### src/rtl/crpa_agc_pkg.sv
// Shared types and constants for the CRPA null-former AGC loop.
// Holds the FSM state encoding, accumulator sizing and the magnitude ceiling.
package crpa_agc_pkg;

  typedef enum logic [1:0] {
    ST_IDLE   = 2'd0,
    ST_ACCUM  = 2'd1,
    ST_EVAL   = 2'd2,
    ST_SETTLE = 2'd3
  } agc_state_t;

  // Wide enough for 2^win_log2_max samples of full-scale magnitude.
  function automatic int acc_w(input int width, input int win_log2_max);
    return width + win_log2_max;
  endfunction

  // MAG_MAX: largest representable magnitude; the most negative code saturates here.
  function automatic int mag_max(input int width);
    return (1 << (width - 1)) - 1;
  endfunction

endpackage

### src/rtl/crpa_null_agc_if.sv
// Sample stream into the AGC and the divider/measurement results coming out of it.
interface crpa_null_agc_if #(
  parameter int WIDTH = 12,
  parameter int DIV_W = 8
);
  logic                    valid_in;
  logic signed [WIDTH-1:0] data_in;
  logic [DIV_W-1:0]        null_div;
  logic                    div_wr;
  logic [WIDTH-1:0]        mean_out;
  logic                    mean_valid;
  logic                    sat_flag;

  modport master (
    output valid_in, data_in,
    input  null_div, div_wr, mean_out, mean_valid, sat_flag
  );

  modport slave (
    input  valid_in, data_in,
    output null_div, div_wr, mean_out, mean_valid, sat_flag
  );
endinterface

### src/rtl/crpa_agc_mag.sv
// Combinational saturating |x|: the most negative code maps to the largest positive one.
module crpa_agc_mag
  import crpa_agc_pkg::*;
#(
  parameter int WIDTH = 12
) (
  input  logic signed [WIDTH-1:0] x,
  output logic [WIDTH-1:0]        mag
);
  localparam logic [WIDTH-1:0] MAG_MAX  = WIDTH'(mag_max(WIDTH));
  localparam logic [WIDTH-1:0] MOST_NEG = {1'b1, {(WIDTH-1){1'b0}}};

  always_comb begin
    mag = $unsigned(x);
    if (x[WIDTH-1]) begin
      if ($unsigned(x) == MOST_NEG) mag = MAG_MAX;
      else                          mag = $unsigned(-x);
    end
  end
endmodule

### src/rtl/crpa_null_agc.sv
// Mean-magnitude AGC for one CRPA null-former channel; steps null_div by +/-1 per window.
// Optional saturation counter forcing an up-step is built when CRPA_AGC_SAT_EN is defined.
module crpa_null_agc
  import crpa_agc_pkg::*;
#(
  parameter int WIDTH        = 12,
  parameter int WIN_LOG2_MAX = 16,
  parameter int DIV_W        = 8,
  parameter int DIV_INIT     = 0,
  parameter int SETTLE       = 32
) (
  input  logic             clk,
  input  logic             resetn,
  input  logic             ce,
  input  logic             enable,
  input  logic [4:0]       win_log2,
  input  logic [WIDTH-1:0] target,
  input  logic [WIDTH-1:0] hyst,
  input  logic [DIV_W-1:0] div_min,
  input  logic [DIV_W-1:0] div_max,
  crpa_null_agc_if.slave   agc
);
  localparam int ACC_W = acc_w(WIDTH, WIN_LOG2_MAX);
  localparam int CNT_W = (WIN_LOG2_MAX + 1 > $clog2(SETTLE + 1)) ? WIN_LOG2_MAX + 1
                                                                  : $clog2(SETTLE + 1);
  localparam logic [4:0] W_MAX = 5'(WIN_LOG2_MAX);
  localparam logic [CNT_W-1:0] SETTLE_LAST = CNT_W'(SETTLE - 1);

  agc_state_t       state_q, state_d;
  logic [ACC_W-1:0] acc_q, acc_d;
  logic [CNT_W-1:0] cnt_q, cnt_d;
  logic [4:0]       w_q, w_d;
  logic [DIV_W-1:0] null_div_q, null_div_d;
  logic             div_wr_q, div_wr_d;
  logic [WIDTH-1:0] mean_q, mean_d;
  logic             mean_valid_q, mean_valid_d;

  logic [WIDTH-1:0] mag;
  logic [WIDTH-1:0] mean;
  logic [WIDTH:0]   thr_hi;
  logic [WIDTH-1:0] thr_lo;
  logic [4:0]       w_in;
  logic [CNT_W-1:0] win_last_cnt;
  logic             accept, win_last, sat_seen, up_req, step_up, step_dn;

  crpa_agc_mag #(.WIDTH(WIDTH)) u_mag (
    .x   (agc.data_in),
    .mag (mag)
  );

`ifdef CRPA_AGC_SAT_EN
  localparam logic [WIDTH-1:0] MAG_MAX = WIDTH'(mag_max(WIDTH));
  logic [CNT_W-1:0] sat_cnt_q, sat_cnt_d;
  logic             sat_flag_q, sat_flag_d;
  assign sat_seen     = (sat_cnt_q != '0);
  assign agc.sat_flag = sat_flag_q;
`else
  assign sat_seen     = 1'b0;
  assign agc.sat_flag = 1'b0;
`endif

  assign accept       = agc.valid_in & ce;
  assign w_in         = (win_log2 > W_MAX) ? W_MAX : win_log2;
  assign win_last_cnt = (CNT_W'(1) << w_q) - CNT_W'(1);
  assign win_last     = (cnt_q == win_last_cnt);
  assign mean         = WIDTH'(acc_q >> w_q);

  // Upper threshold carries one extra bit so target+hyst cannot wrap.
  assign thr_hi  = {1'b0, target} + {1'b0, hyst};
  assign thr_lo  = (target > hyst) ? (target - hyst) : '0;
  assign up_req  = sat_seen | ({1'b0, mean} > thr_hi);
  assign step_up = (div_min <= div_max) & up_req & (null_div_q < div_max);
  assign step_dn = (div_min <= div_max) & ~up_req & (mean < thr_lo) & (null_div_q > div_min);

  always_comb begin
    state_d      = state_q;
    acc_d        = acc_q;
    cnt_d        = cnt_q;
    w_d          = w_q;
    null_div_d   = null_div_q;
    div_wr_d     = div_wr_q;
    mean_d       = mean_q;
    mean_valid_d = mean_valid_q;
`ifdef CRPA_AGC_SAT_EN
    sat_cnt_d    = sat_cnt_q;
    sat_flag_d   = sat_flag_q;
`endif
    // With ce low every register holds, so pending pulses are stretched rather than lost.
    if (ce) begin
      div_wr_d     = 1'b0;
      mean_valid_d = 1'b0;
      if (!enable && state_q != ST_IDLE) begin
        state_d = ST_IDLE;
        acc_d   = '0;
        cnt_d   = '0;
`ifdef CRPA_AGC_SAT_EN
        sat_cnt_d = '0;
`endif
      end else begin
        case (state_q)
          ST_IDLE: begin
            acc_d = '0;
            cnt_d = '0;
`ifdef CRPA_AGC_SAT_EN
            sat_cnt_d = '0;
`endif
            if (enable) begin
              state_d = ST_ACCUM;
              w_d     = w_in;
            end
          end
          ST_ACCUM: begin
            if (accept) begin
              acc_d = acc_q + ACC_W'(mag);
              cnt_d = cnt_q + CNT_W'(1);
`ifdef CRPA_AGC_SAT_EN
              if (mag == MAG_MAX) sat_cnt_d = sat_cnt_q + CNT_W'(1);
`endif
              if (win_last) state_d = ST_EVAL;
            end
          end
          ST_EVAL: begin
            mean_d       = mean;
            mean_valid_d = 1'b1;
            acc_d        = '0;
            cnt_d        = '0;
`ifdef CRPA_AGC_SAT_EN
            sat_flag_d   = sat_seen;
            sat_cnt_d    = '0;
`endif
            if (step_up) begin
              null_div_d = null_div_q + DIV_W'(1);
              div_wr_d   = 1'b1;
            end else if (step_dn) begin
              null_div_d = null_div_q - DIV_W'(1);
              div_wr_d   = 1'b1;
            end
            if ((step_up || step_dn) && SETTLE > 0) begin
              state_d = ST_SETTLE;
            end else begin
              state_d = ST_ACCUM;
              w_d     = w_in;
            end
          end
          ST_SETTLE: begin
            if (accept) begin
              if (cnt_q == SETTLE_LAST) begin
                state_d = ST_ACCUM;
                cnt_d   = '0;
                w_d     = w_in;
              end else begin
                cnt_d = cnt_q + CNT_W'(1);
              end
            end
          end
          default: state_d = ST_IDLE;
        endcase
      end
    end
  end

  always_ff @(posedge clk) begin
    if (!resetn) begin
      state_q      <= ST_IDLE;
      acc_q        <= '0;
      cnt_q        <= '0;
      w_q          <= '0;
      null_div_q   <= DIV_W'(DIV_INIT);
      div_wr_q     <= 1'b0;
      mean_q       <= '0;
      mean_valid_q <= 1'b0;
`ifdef CRPA_AGC_SAT_EN
      sat_cnt_q    <= '0;
      sat_flag_q   <= 1'b0;
`endif
    end else begin
      state_q      <= state_d;
      acc_q        <= acc_d;
      cnt_q        <= cnt_d;
      w_q          <= w_d;
      null_div_q   <= null_div_d;
      div_wr_q     <= div_wr_d;
      mean_q       <= mean_d;
      mean_valid_q <= mean_valid_d;
`ifdef CRPA_AGC_SAT_EN
      sat_cnt_q    <= sat_cnt_d;
      sat_flag_q   <= sat_flag_d;
`endif
    end
  end

  assign agc.null_div   = null_div_q;
  assign agc.div_wr     = div_wr_q;
  assign agc.mean_out   = mean_q;
  assign agc.mean_valid = mean_valid_q;
endmodule

### src/flat_wrapper.sv
// flat-port wrapper written by rule: the top's interface ports become plain ports
module crpa_null_agc_flat import crpa_agc_pkg::*;
#(
  parameter int WIDTH        = 12,
  parameter int WIN_LOG2_MAX = 16,
  parameter int DIV_W        = 8,
  parameter int DIV_INIT     = 0,
  parameter int SETTLE       = 32
)
  (clk, resetn, ce, enable, win_log2, target, hyst, div_min, div_max, agc_valid_in, agc_data_in, agc_null_div, agc_div_wr, agc_mean_out, agc_mean_valid, agc_sat_flag);
  crpa_null_agc_if #(.WIDTH(WIDTH), .DIV_W(DIV_W)) agc_i ();
  input  logic clk;
  input  logic resetn;
  input  logic ce;
  input  logic enable;
  input  logic [4:0] win_log2;
  input  logic [WIDTH-1:0] target;
  input  logic [WIDTH-1:0] hyst;
  input  logic [DIV_W-1:0] div_min;
  input  logic [DIV_W-1:0] div_max;
  input wire logic [$bits(agc_i.valid_in)-1:0] agc_valid_in;
  input wire logic [$bits(agc_i.data_in)-1:0] agc_data_in;
  output wire logic [$bits(agc_i.null_div)-1:0] agc_null_div;
  output wire logic [$bits(agc_i.div_wr)-1:0] agc_div_wr;
  output wire logic [$bits(agc_i.mean_out)-1:0] agc_mean_out;
  output wire logic [$bits(agc_i.mean_valid)-1:0] agc_mean_valid;
  output wire logic [$bits(agc_i.sat_flag)-1:0] agc_sat_flag;
  assign agc_i.valid_in = agc_valid_in;
  assign agc_i.data_in = agc_data_in;
  assign agc_null_div = agc_i.null_div;
  assign agc_div_wr = agc_i.div_wr;
  assign agc_mean_out = agc_i.mean_out;
  assign agc_mean_valid = agc_i.mean_valid;
  assign agc_sat_flag = agc_i.sat_flag;
  crpa_null_agc #(.WIDTH(WIDTH), .WIN_LOG2_MAX(WIN_LOG2_MAX), .DIV_W(DIV_W), .DIV_INIT(DIV_INIT), .SETTLE(SETTLE)) u_core (.clk(clk), .resetn(resetn), .ce(ce), .enable(enable), .win_log2(win_log2), .target(target), .hyst(hyst), .div_min(div_min), .div_max(div_max), .agc(agc_i));
endmodule
### config.mk
export PLATFORM = sky130hd
export DESIGN_NAME = crpa_null_agc_flat
export DESIGN_NICKNAME = d
export VERILOG_FILES = /design/src/rtl/crpa_agc_pkg.sv /design/src/rtl/crpa_null_agc_if.sv /design/src/rtl/crpa_agc_mag.sv /design/src/rtl/crpa_null_agc.sv /design/src/flat_wrapper.sv
export SDC_FILE = /design/constraint.sdc
export NUM_CORES = 1
export LEC_CHECK = 0
export ABC_AREA = 1
export BUFFER_PORTS_ARGS = -buffer_cell sky130_fd_sc_hd__buf_2
export CAP_MARGIN = 5
export CORE_ASPECT_RATIO = 0.75
export CORE_MARGIN = 1.5
export CORE_UTILIZATION = 61
export DETAILED_ROUTE_END_ITERATION = 12
export PLACE_DENSITY = 0.82
export SLEW_MARGIN = 20
export SYNTH_ARGS = -nofsm -noshare
export SYNTH_HDL_FRONTEND = slang
export SYNTH_HIERARCHICAL = 1
export SYNTH_SLANG_ARGS = --single-unit
### constraint.sdc
create_clock -name clk -period 7.63 [get_ports clk]
set_clock_uncertainty 0.2 [all_clocks]
set_input_delay 1.526 -clock clk [delete_from_list [all_inputs] [get_ports clk]]
set_output_delay 1.526 -clock clk [all_outputs]
set_load 0.005 [all_outputs]
==> out/results.ini, run 1 <==
[run_status]
status=finished clean

[layout]
layout-drive-gt1-share=0.09828
layout_commonest_cell=nand2_1
fin_util=0.6863
layout_common_cells=nand2_1 (335), inv_1 (151), nor2_1 (126)
fin_area_sq_um=8934
area_delta_synth_final_pct=9.375
n_antenna_cell=0
fin_nets=1550

[power_and_ir_drop]
vdd_drop_max_mv=0.1221
report.power.total_mw=1.273
powerDensity_nw_per_um2=142.5
power.leakage_nw=4.335

[synthesis]
synth-main-ff-cell=dfxtp_1
synth_edf_count=0
syn_area_sq_um=8168
postSynthAreaPerCell_sq_um=6.137
synth-warning-count=6
netlist_instances=1331
syn_nets=1492
ys_seq_area_frac=0.1814
synth_cell_types=53
ys_ff_latch=74
yosysTopAreaCell=dfxtp_1
synth_top_area_share=0.1814
ys_top_cells_by_area=dfxtp_1 (18%), nand2_1 (15%), ha_1 (15%)
synthArstFlopShare=0

[floorplanning]
die_w_um=136.6
rows=36
start_util=0.6275
ios=85
die_area_sq_um=14100
coreArea_sq_um=13020
die_h_um=103.2

[setup_path]
required_ns=7.69
cp-start-kind=primary input
crit_family=compound AO/OA/AOI/OAI gates
crit_buf_inv=3
slowest_stage=ha_1
path_common_cell=nand2_1
worstSetupPathType=in -> reg
critPathMaxFanout=9
cp-end-kind=flip-flop
slowest_delay_ns=0.45
cp.arrival_ns=6.72

[sta]
post-route-period-util=0.8731
hold_violations=0
tightestPinTransition_ns=1.041
period_needed_ns=6.661
max_freq_ghz=0.1501
max_slew_margin=0.3036
setup_tns_ns=0
whs_ns=0.2698
drv_slew=0
setup_viol=0
rsz0062_at_grt=no

[routing]
wl_um=21840
first_iter_violations=670
ant_nets=0
detail_route.first_pass.iterations=6
vias=8873
avgRoutedWirePerCell_um=13.96
vias_per_cell=5.670
drc_errors=0

[placement]
gp_congestion=0.9841
hpwl_um=17170
place_area_sq_um=8640
portBuffers=83

[clocking]
cts_buffers=9
clockBufferDepth=2
cts_resized=0
htreeDepth=3
post-cts-setup-buffers=0
cts_root_buffer=clkbuf_16
clock_latency_ns=0.34
cts.clk_slew.worst_paths_ns=0.06
cts_tree=built
cts.sinks=74
hold_buffers=0

[worst_hold_path]
hp-class=reg -> reg

[grt]
grt_pass1_vias=7509
antenna_found_initial=0
gr-total-overflow=0
grt_pass1_wl_um=35010
grt_use_total=0.3070
grt_max_degree=36

[flow_run]
cap_violations=0

[layout make-up]
class	count	area [sq um]
repair buffers	86	437.9
clock inverters	6	65.06
clock buffers	10	229.0
flip-flops and latches	74	1481
inverters	164	615.6
fillers	1194	4084
multi-input cells	1054	5891
well taps	171	214.0
[per-stage QoR]
stage               instances  worst slack (ns)
floorplan                1331             1.800
global placement         1549             1.232
detailed placement       1549            0.9140
CTS                      1565             1.084
global route             1565            0.6467
finish                   1565            0.9686
[Yosys cell counts (12+ instances only)]
master and count:
nand2_1 335, inv_1 151, nor2_1 126, a21oi_1 124
nand3_1 109, ha_1 95, o21ai_0 90, dfxtp_1 74
xor2_1 35, clkbuf_1 21, nor3_1 21, nand4_1 14
buf_2 12, inv_2 12
[where the power goes]
group	total (mW)	internal (mW)	switching [mW]	leakage, nW
sequential	0.401	0.392	0.00958	0.597
combinational	0.441	0.156	0.285	3.59
clock	0.430	0.255	0.175	0.143
total	1.27	0.803	0.470	4.33
[path summary, 6_finish.rpt]
check	start	to	slack, ns	depth (start not counted)
setup / recovery	hyst[4]	u_core/agc.null_div[7]$_SDFFE_PN0P_	0.97	34
hold / removal	u_core/agc.div_wr$_SDFFE_PN0P_	u_core/agc.div_wr$_SDFFE_PN0P_	0.27	2
setup reg to reg	u_core/w_q[0]$_SDFFE_PN0P_	u_core/agc.null_div[7]$_SDFFE_PN0P_	1.92	30
hold reg to reg	u_core/agc.div_wr$_SDFFE_PN0P_	u_core/agc.div_wr$_SDFFE_PN0P_	0.27	2
[worst reg2reg max path, delay by kind of cell, from the launching register on]
kind / cells / cell delay, ns
adders and majority gates: 2 / 0.87
and+or+nand+nor: 15 / 1.69
muxes: 1 / 0.17
DFF: 1 / 0.31
buffers and inverters: 2 / 0.56
AOI/OAI and AO/OA: 10 / 1.84
[logic make-up after synthesis]
group | Yosys count | synth area share
buffers and inverters | 203 | 0.09743
XOR/XNOR | 41 | 0.04396
AO/OA/AOI/OAI | 269 | 0.1812
adder cells (fa/ha/maj) | 99 | 0.1553
AND/OR/NAND/NOR | 642 | 0.3378
multiplexers | 2 | 0.002451
flip-flops | 74 | 0.1814
other | 1 | 0.0004591
[routing by layer]
layer | track usage | vias to the layer above | wire [um]
li1 | - | 4531 | -
met1 | 0.4604 | 3941 | 10700
met2 | 0.4499 | 363 | 8900
met3 | 0.05263 | 38 | 1869
met4 | 0.08265 | 0 | 374
met5 | 0 | - | 0
[registers in the layout, summed over array words and instances, names as in the netlist]
register / cells
u_core/acc_q: 28
u_core/cnt_q: 17
u_core/agc.mean_out: 12
u_core/agc.null_div: 8
u_core/w_q: 5
u_core/state_q: 2
u_core/agc.div_wr: 1
u_core/agc.mean_valid: 1
No activity file was read; power rests on OpenSTA's default activity.
==> run 2: changes to the inputs <==
--- a/config.mk
+++ b/config.mk
@@ -13,6 +13,7 @@
 export CORE_UTILIZATION = 61
 export DETAILED_ROUTE_END_ITERATION = 12
 export PLACE_DENSITY = 0.82
+export RECOVER_POWER = 25
 export SLEW_MARGIN = 20
 export SYNTH_ARGS = -nofsm -noshare
 export SYNTH_HDL_FRONTEND = slang
==> run 2 against run 1 <==
  * Sequential share of layout area hardly changed
  * Final cell count unchanged
  * Largest cell class unchanged
  * Global-route usage stayed put
  * Sequential cell count did not move
  * Register-to-register slack better by 0.03 ns
  * Sequential power barely moved
  * Via count rose by 0.39%
  * Count of clock-buffer cells in the layout unchanged
==> out/results.ini, run 2 (synthesis results as in run 1) <==
[clocking]
cts_buffers=9  ; unchanged
htreeDepth=3  ; unchanged
hold_buffers=0  ; unchanged
post-cts-setup-buffers=0  ; unchanged
clockBufferDepth=2  ; unchanged
cts_tree=built
cts.sinks=74  ; unchanged
cts.clk_slew.worst_paths_ns=0.06  ; about the same
clock_latency_ns=0.34  ; about the same
cts_root_buffer=clkbuf_16
cts_resized=0  ; unchanged

[grt]
grt_use_total=0.3070  ; unchanged
grt_pass1_wl_um=35010  ; unchanged
antenna_found_initial=0  ; unchanged
grt_max_degree=36  ; unchanged
gr-total-overflow=0  ; unchanged
grt_pass1_vias=7509  ; unchanged

[routing]
avgRoutedWirePerCell_um=13.98  ; +0.20%
vias_per_cell=5.692  ; +0.39%
wl_um=21890  ; +0.20%
detail_route.first_pass.iterations=5  ; -1
vias=8908  ; +0.39%
ant_nets=0  ; unchanged
first_iter_violations=691  ; +3.1%
drc_errors=0  ; unchanged

[sta]
tightestPinTransition_ns=1.061  ; +0.02014 ns
period_needed_ns=6.698  ; +0.03621 ns
setup_ws_ns=0.9324  ; -0.03621 ns
hold_violations=0  ; unchanged
max_slew_margin=0.2901  ; -0.01348
setup_tns_ns=0  ; unchanged
max_freq_ghz=0.1493  ; -0.54%
drv_slew=0  ; unchanged
rsz0062_at_grt=no
whs_ns=0.2701  ; +0.0003450 ns
setup_viol=0  ; unchanged
post-route-period-util=0.8778  ; +0.004745

[run_status]
status=finished clean

[power_and_ir_drop]
vdd_drop_max_mv=0.1207  ; -1.1%
report.power.total_mw=1.272  ; about the same
powerDensity_nw_per_um2=142.8  ; +0.23%
power.leakage_nw=4.253  ; -1.9%

[setup_path]
slowest_delay_ns=0.45  ; about the same
cp-end-kind=flip-flop
path_common_cell=nand2_1
worst-r2r-cell-count=30  ; unchanged
required_ns=7.69  ; about the same
cp-start-kind=primary input
cp.arrival_ns=6.76  ; +0.04 ns
worstSetupPathType=in -> reg
slowest_stage=ha_1
critPathMaxFanout=9  ; unchanged

[worst_hold_path]
worstHoldPathCells=2  ; unchanged
hp-class=reg -> reg

[placement]
dp_slack_ns=0.9140  ; unchanged
portBuffers=83  ; unchanged
hpwl_um=17170  ; unchanged
gp_congestion=0.9841  ; unchanged

[floorplanning]
start_util=0.6275  ; unchanged
die_area_sq_um=14100  ; unchanged
coreArea_sq_um=13020  ; unchanged
rows=36  ; unchanged
die_h_um=103.2  ; unchanged
ios=85  ; unchanged
die_w_um=136.6  ; unchanged

[layout]
fin_nets=1550  ; unchanged
multiInputGateArea_sq_um=5891  ; unchanged
layout_commonest_cell=nand2_1
largest-register=u_core/acc_q
n_fill_cell=1203  ; +0.75%
layout-drive-gt1-share=0.08465  ; -0.01363
n_antenna_cell=0  ; unchanged
area_delta_synth_final_pct=9.084
seq_area_sq_um=1481  ; unchanged
largest_reg_flops=28  ; unchanged
layout_common_cells=nand2_1 (335), inv_1 (151), nor2_1 (126)

[flow_run]
cap_violations=0  ; unchanged

run 2: power breakdown:
group	internal, mW	leakage, nW	switching, mW
combinational	0.156	3.51	0.286
clock	0.255	0.143	0.174
sequential	0.392	0.597	0.00965
total	0.802	4.25	0.470
run 2: cell type report:
class,instances,share of cell area
clock buffer,10,0.02570
tap,171,0.02401
multi-input combinational,1054,0.6611
inverter,164,0.06909
clock inverter,6,0.007302
timing repair buffer,86,0.04648
sequential,74,0.1663
run 2: final timing paths:
kind / startpoint / endpoint / slack, ns
setup / recovery: hyst[4] / u_core/agc.null_div[7]$_SDFFE_PN0P_ / 0.93
hold / removal: u_core/agc.mean_valid$_SDFFE_PN0P_ / u_core/agc.mean_valid$_SDFFE_PN0P_ / 0.27
setup reg to reg: u_core/w_q[0]$_SDFFE_PN0P_ / u_core/agc.null_div[7]$_SDFFE_PN0P_ / 1.95
hold reg to reg: u_core/agc.mean_valid$_SDFFE_PN0P_ / u_core/agc.mean_valid$_SDFFE_PN0P_ / 0.27
run 2: metrics by stage:
| step | util | instance area, sq um | cells |
|---|---|---|---|
| 2_1_floorplan | - | 8168 | 1331 |
| 3_3_place_gp | 0.6637 | 8640 | 1549 |
| 3_5_place_dp | 0.6637 | 8640 | 1549 |
| 4_1_cts | 0.6863 | 8934 | 1565 |
| 5_1_grt | 0.6844 | 8910 | 1565 |
| 6_report | 0.6844 | 8910 | 1565 |
run 2: metal layers:
metal,track usage,vias up,part of all wire
met1,0.4604,3958,0.49
met3,0.05263,43,0.081
met5,0,-,0
met2,0.4499,374,0.41
li1,-,4533,-
met4,0.08265,0,0.017
run 2: critical path, delay by kind of cell:
| family | cells | cell delay [ns] |
|---|---|---|
| compound gates | 11 | 2.06 |
| xor+xnor | 1 | 0.19 |
| fa+ha+maj | 3 | 1.13 |
| buf+inv | 3 | 0.26 |
| simple gates | 16 | 1.56 |
